===== config.mk =====
export PLATFORM = sky130hd
export DESIGN_NAME = tri_light_feeder
export DESIGN_NICKNAME = d
export VERILOG_FILES = /design/src/rtl/tri_light_feeder.sv
export SDC_FILE = /design/constraint.sdc
export NUM_CORES = 1
export LEC_CHECK = 0
export ABC_AREA = 1
export BUFFER_PORTS_ARGS = -buffer_cell sky130_fd_sc_hd__clkbuf_2
export CAP_MARGIN = 10
export CORE_ASPECT_RATIO = 0.9
export CORE_MARGIN = 4
export CORE_UTILIZATION = 55
export CTS_BUF_LIST = sky130_fd_sc_hd__clkbuf_8
export CTS_CLUSTER_SIZE = 28
export DETAILED_ROUTE_END_ITERATION = 10
export GPL_TIMING_DRIVEN = 1
export PLACE_DENSITY_LB_ADDON = 0.3
export RECOVER_POWER = 25
export SYNTH_ARGS = -nofsm -noshare
export SYNTH_HDL_FRONTEND = slang
export SYNTH_SLANG_ARGS = --single-unit

===== constraint.sdc =====
create_clock -name Clk -period 3.8 [get_ports Clk]
set_input_delay 0.19 -clock Clk [delete_from_list [all_inputs] [get_ports Clk]]
set_output_delay 0.19 -clock Clk [all_outputs]
set_load 0.05 [all_outputs]

===== src/rtl/tri_light_feeder.sv =====
// rtl/tri_light_feeder.sv - triangle vertex collector and shade sequencer for the flat-shading lighting unit (optional macro LIGHT_FEEDER_DEGEN_EN)
module tri_light_feeder #(
  parameter int WII    = 8,
  parameter int WIF    = 8,
  parameter int SETTLE = 2,
  parameter int ID_W   = 8
) (
  input  logic                 Clk,
  input  logic                 Reset,
  input  logic                 vtx_valid,
  output logic                 vtx_ready,
  input  logic [WII+WIF-1:0]   vtx_x,
  input  logic [WII+WIF-1:0]   vtx_y,
  input  logic [WII+WIF-1:0]   vtx_z,
  output logic [WII+WIF-1:0]   inax,
  output logic [WII+WIF-1:0]   inay,
  output logic [WII+WIF-1:0]   inaz,
  output logic [WII+WIF-1:0]   inbx,
  output logic [WII+WIF-1:0]   inby,
  output logic [WII+WIF-1:0]   inbz,
  output logic [WII+WIF-1:0]   incx,
  output logic [WII+WIF-1:0]   incy,
  output logic [WII+WIF-1:0]   incz,
  input  logic [5:0]           shade_in,
  output logic                 shd_valid,
  input  logic                 shd_ready,
  output logic [5:0]           shd_value,
  output logic [ID_W-1:0]      shd_index,
  output logic                 shd_degen,
  output logic                 busy
);

  localparam int W = WII + WIF;
  localparam logic [3:0] SCNT_INIT = 4'(SETTLE - 1);
  localparam logic [5:0] SHADE_AMBIENT = 6'd8;

  typedef enum logic [1:0] {ST_COLLECT, ST_SETTLE, ST_OUT} state_t;

  state_t     state, state_nx;
  logic [1:0] vcnt;
  logic [3:0] scnt;
  logic       accept;
  logic       last_beat;
  logic       sample;
  logic       fire;
  logic       degen_hit;

`ifdef LIGHT_FEEDER_DEGEN_EN
  logic [3*W-1:0] va, vb, vc;
  logic           degen_r;
  assign va = {inax, inay, inaz};
  assign vb = {inbx, inby, inbz};
  assign vc = {vtx_x, vtx_y, vtx_z};
  assign degen_hit = (vc == va) || (vc == vb) || (va == vb);
  assign shd_degen = degen_r;

  // Degenerate flag: set on a shortcut triangle, cleared on a settled sample
  always_ff @(posedge Clk) begin
    if (!Reset) begin
      degen_r <= 1'b0;
    end else if (sample) begin
      degen_r <= 1'b0;
    end else if (last_beat && degen_hit) begin
      degen_r <= 1'b1;
    end
  end
`else
  assign degen_hit = 1'b0;
  assign shd_degen = 1'b0;
`endif

  assign last_beat = accept && (vcnt == 2'd2);
  assign busy      = !((state == ST_COLLECT) && (vcnt == 2'd0));

  // Next-state and handshake decode; ready/valid depend on state only
  always_comb begin
    state_nx  = state;
    vtx_ready = 1'b0;
    shd_valid = 1'b0;
    accept    = 1'b0;
    sample    = 1'b0;
    fire      = 1'b0;
    case (state)
      ST_COLLECT: begin
        vtx_ready = 1'b1;
        accept    = vtx_valid;
        if (vtx_valid && (vcnt == 2'd2)) begin
          state_nx = degen_hit ? ST_OUT : ST_SETTLE;
        end
      end
      ST_SETTLE: begin
        if (scnt == 4'd0) begin
          sample   = 1'b1;
          state_nx = ST_OUT;
        end
      end
      ST_OUT: begin
        shd_valid = 1'b1;
        if (shd_ready) begin
          fire     = 1'b1;
          state_nx = ST_COLLECT;
        end
      end
      default: state_nx = ST_COLLECT;
    endcase
  end

  // State register plus vertex and settle counters
  always_ff @(posedge Clk) begin
    if (!Reset) begin
      state <= ST_COLLECT;
      vcnt  <= 2'd0;
      scnt  <= 4'd0;
    end else begin
      state <= state_nx;
      if (accept) begin
        vcnt <= (vcnt == 2'd2) ? 2'd0 : vcnt + 2'd1;
      end
      if (last_beat) begin
        scnt <= SCNT_INIT;
      end else if ((state == ST_SETTLE) && (scnt != 4'd0)) begin
        scnt <= scnt - 4'd1;
      end
    end
  end

  // Vertex slots: only accepted beats write, so A/B/C hold across SETTLE/OUT
  always_ff @(posedge Clk) begin
    if (!Reset) begin
      {inax, inay, inaz} <= '0;
      {inbx, inby, inbz} <= '0;
      {incx, incy, incz} <= '0;
    end else if (accept) begin
      case (vcnt)
        2'd0:    {inax, inay, inaz} <= {vtx_x, vtx_y, vtx_z};
        2'd1:    {inbx, inby, inbz} <= {vtx_x, vtx_y, vtx_z};
        default: {incx, incy, incz} <= {vtx_x, vtx_y, vtx_z};
      endcase
    end
  end

  // Result capture and wrapping triangle index
  always_ff @(posedge Clk) begin
    if (!Reset) begin
      shd_value <= 6'd0;
      shd_index <= '0;
    end else begin
      if (sample) begin
        shd_value <= shade_in;
      end else if (last_beat && degen_hit) begin
        shd_value <= SHADE_AMBIENT;
      end
      if (fire) begin
        shd_index <= shd_index + ID_W'(1);
      end
    end
  end

endmodule


# Yosys cells after proc, flatten, opt, wreduce, memory -nomap -nowiden
# Index checks and enable logic that the tools add are counted.
[word_totals]
register_bits = 166
elab_cells = 57
[op_classes]
n_reduce_logical = 16
n_eq_ne = 7
muxes = 14
n_addsub = 3
bitwise_logic = 2
[ops]
columns = ["operator", "n"]
rows = [
  ["$mux 1", 9],
  ["$add 8x1->8 const B", 1],
  ["$mux 2", 4],
  ["$pmux 2 s3", 1],
  ["$reduce_and 2->1", 3],
  ["$eq 2x1->1 const B", 2],
  ["$eq 2x2->1 const B", 2],
  ["$logic_and 1x1->1", 4],
  ["$logic_not 2->1", 2],
  ["$logic_not 4->1", 1],
  ["$ne 2x2->1 const B", 2],
  ["$reduce_bool 4->1", 1],
  ["$reduce_or 2->1", 2],
  ["$sub 4x1->4 const B", 1],
  ["$reduce_and 3->1", 1],
  ["$add 2x1->2 const B", 1],
  ["$ne 2x1->1 const B", 1],
  ["$not 1->1", 2],
  ["$reduce_bool 2->1", 1],
  ["$logic_not 1->1", 1],
]

# Depth between registers and ports, before layout
[depth]
depth_word = 4
depth_mapped = 8

# Least setup slack after synthesis
# Ideal clock, no wire load.
[synth_timing]
path_kind = "reg2reg"
from = "register state[1]"
to = "register inbx[0]"
setup_slack_ns = 2.250
n_path_buf = 2
path_stages_with_launch = 7
synth_period_minus_slack_ns = 1.550
arrival_time_ns = 1.434
cell_sequence = "dfxtp_1 nor2_4 nand4_2 buf_6 clkbuf_2 o21ai_0 nor2_1"
[synth_between]
elab_chain_cells = 3
[synth_rtl]
columns = ["item", "line_no", "source"]
rows = [
  ["start: declaration", "39", "state_t state, state_nx;"],
  ["start signal: assignment", "115", "state <= state_nx;"],
  ["$logic_not 2->1", "83", "case (state)"],
  ["$mux 1", "83", ""],
  ["$reduce_and 2->1 (no line)", "-", ""],
  ["end signal: assignment", "136", "2'd1: {inbx, inby, inbz} <= {vtx_x, vtx_y, vtx_z};"],
  ["end: declaration", "18", "output logic [WII+WIF-1:0] inbx,"],
]
# No other way between the ends.
# A chain may end at the register's enable or synchronous reset.

# Worst setup path in the final report
[layout_timing]
from = "register vcnt[0]"
to = "output port busy"
[layout_between]
elab_chain_cells = 3
[layout_rtl]
columns = ["item", "line_no", "source"]
rows = [
  ["start: declaration", "40", "logic [1:0] vcnt;"],
  ["start signal: assignment", "117", "vcnt <= (vcnt == 2'd2) ? 2'd0 : vcnt + 2'd1;"],
  ["$logic_not 2->1", "73", "assign busy = !((state == ST_COLLECT) && (vcnt == 2'd0));"],
  ["$logic_and 1x1->1", "73", ""],
  ["$logic_not 1->1", "73", ""],
  ["end: declaration", "30", "output logic busy"],
]
# No other way between the ends.

==> out/qor.yml <==
outcome:
  status: "finished clean"
clocking:
  clock_path_buffers: 2
  clkSlewWorstSetupHoldPaths_ns: 0.08
  clock-root-buffer: "clkbuf_8"
  post_cts.repair.setup_buffers: 0
  cts_tree: "built"
  htree_num_levels: 4
  clock_sinks: 166
  clock_latency_ns: 0.44
  cts_inserted_buffers: 17
grt:
  groute.layer.met2.usage_pct: 43.0
  grt_remaining_overflow: 0
  number_of_global_route_vias_before_repair: 5480
  gr-usage-all-layers_pct: 26.3
  groute.layer.met1.usage_pct: 32.9
  grt.busiest_layer: "met2"
  globalRouteMet3Util_pct: 8.20
  grt_pass1_wl_um: 27300
  initial_antenna_violation_count: 0
  grt_max_degree: 108
die:
  boundaryPins: 220
  floorplan.core_area_sq_um: 10800
  dieHeight_um: 108
  initial_utilization_pct: 56.2
  floorplan.rows: 36
  die_width_um: 119
  fp.dieArea_sq_um: 12800
cells_and_area:
  final_cell_area_sq_um: 7630
  drive_gt1_share_pct: 18.5
  most_frequent_standard_cell_in_the_layout_excluding_fill_and_tap_cells: "nor2_1"
  nets: 1049
  most_frequent_cells_in_the_layout: "nor2_1, dfxtp_1, clkbuf_2, o21ai_0"
  syn2layout_area_growth_pct: 25.7
  num_antenna_cells: 0
  fill_cells: 930
setup_path:
  slowest_stage: "buf_4"
  timing.critical_path.required_ns: 3.61
  setup.worst_path.end_class: "primary output"
  setup.worst_path.start: "vcnt[0]"
  worst-endpoint-arrival_ns: 1.80
  worstSetupStartpointType: "register"
  startpoint_to_endpoint_class_of_the_critical_path: "reg2out"
  critPathMaxStageDelay_ns: 0.48
  cp_cell_sequence: "nor2_4 -> buf_4 -> nand2_1 -> clkbuf_2"
  worstPathMaxFanout: 49
  worst_r2r_startpoint: "state[1]"
placement:
  dp_hpwl_um: 10400
  placed_area_sq_um: 7050
  port_buffers: 218
  gp_congestion: 0.792
synth:
  synth_fp_nets: 830
  syn_area_sq_um: 6070
  post_synth_num_cell_types: 27
  synth-warning-count: 0
  postSynthAreaPerCell_sq_um: 7.89
  instance_count_of_the_mapped_netlist: 770
  synth_seq_area_share_pct: 54.7
  yosys_register_bits: 166
sta:
  max_freq_mhz: 502
  setup_total_negative_slack_ns: 0
  skew_ns: 0.0109
  final-setup-viol-count: 0
  slew_headroom_pct: 33.3
  finalMaxSlewViolations: 0
  rsz0062_at_grt: "no"
  period_needed_ns: 1.99
  timing.final.hold_violations: 0
  hold_slack_ns: 0.0263
  min_period_over_period_pct: 52.4
  worst_pin_slew_ns: 1.00
power_and_ir_drop:
  finalPower_mw: 3.76
  power.density_cell_area_nw_per_um2: 492
  cellLeakagePower_nw: 3.38
  max-vdd-ir-drop_uv: 536
route:
  routed_via_density: 5.21
  antenna_violating_nets_post_route: 0
  detail_route.wl_per_cell_um: 15.0
  detail_route.wirelength_um: 17000
  via_count_of_the_routed_design: 5908
  dr.pass1.iters: 5
  drc: 0
  initialDrtViolationCount: 644
worst_hold_path:
  startpoint_of_the_lowest_slack_hold_path: "vtx_y[11]"
  min-delay-path-class: "in2reg"
run:
  maxCapViolations: 0
[stage by stage]
step | utilization, % | instances | worst slack, ns
after global placement | 65.2 | 1072 | 2.11
after detailed placement | 65.2 | 1072 | 2.05
after floorplan | - | 770 | 2.25
final | 70.6 | 1135 | 1.81
after global routing | 70.6 | 1135 | 1.71
after CTS | 71.5 | 1135 | 1.78
[worst paths after layout]
check	end	slack (ns)	cells after the start
min	incy[11]	0.03	3
max	busy	1.81	4
min reg2reg	inay[11]	0.46	2
max reg2reg	inay[3]	2.02	6
[logic make-up after synthesis]
logic type	Yosys count	share of synthesized area, %
buffers and inverters	72	6.49
XOR/XNOR	3	0.433
adder cells (fa/ha/maj)	2	0.412
AND/OR/NAND/NOR	362	24.3
AO/OA/AOI/OAI	164	13.6
other	1	0.0618
flip-flops	166	54.7
[power by group]
part	total (mW)	switching, mW	internal (mW)	leakage, nW
Sequential	1.87	0.0470	1.83	1.35
Clock	1.18	0.608	0.576	0.195
Combinational	0.702	0.542	0.160	1.83
[area by class of cell]
cell class	instances	area (sq um)	share of cell area [%]
sequential	166	3320	43.5
multi-input combinational	532	2360	30.9
timing repair buffer	254	1340	17.6
clock buffer	21	289	3.79
tap	133	166	2.18
clock inverter	11	85.1	1.11
inverter	18	67.6	0.885
[layer usage]
| layer | wire [um] | share of wire [%] |
|---|---|---|
| met1 | 7340 | 43 |
| met2 | 7970 | 47 |
| met3 | 1370 | 8.1 |
| met4 | 324 | 1.9 |
| met5 | 0 | 0 |
[what timing repair did]
item                                   4_1_cts  5_1_grt
hold buffers                                31        0
gates resized for setup                      0        0
endpoints found under the hold margin       33        0
[worst max-delay path: cells and delay by family (launching register included)]
family / cells / cell delay (ns)
buffers and inverters: 2 / 0.75
flip-flops: 1 / 0.37
AND/OR/NAND/NOR: 2 / 0.24
[sequential cells by signal, indices dropped and copies added (netlist names)]
signal     count
shd_index      8
inbx          16
inby          16
inay          16
scnt           4
inax          16
state          2
incy          16
incx          16
inaz          16
shd_value      6
vcnt           2
incz          16
inbz          16
[cells in the mapped netlist (all sizes together)]
library cell  instances  area (sq um)
o21ai               103           516
nand4                 4          31.3
o21a                  1          7.51
buf                  28           228
nand3b                1          7.51
a31oi                 1          6.26
nand3                55           275
inv                  18          67.6
a21oi                59           295
ha                    2          25.0
dfxtp               166          3320
xor2                  3          26.3
nand2                78           303
conb                  1          3.75
clkbuf               26          98.8
nor2                224           858
Power figures use the tool's default switching activity.
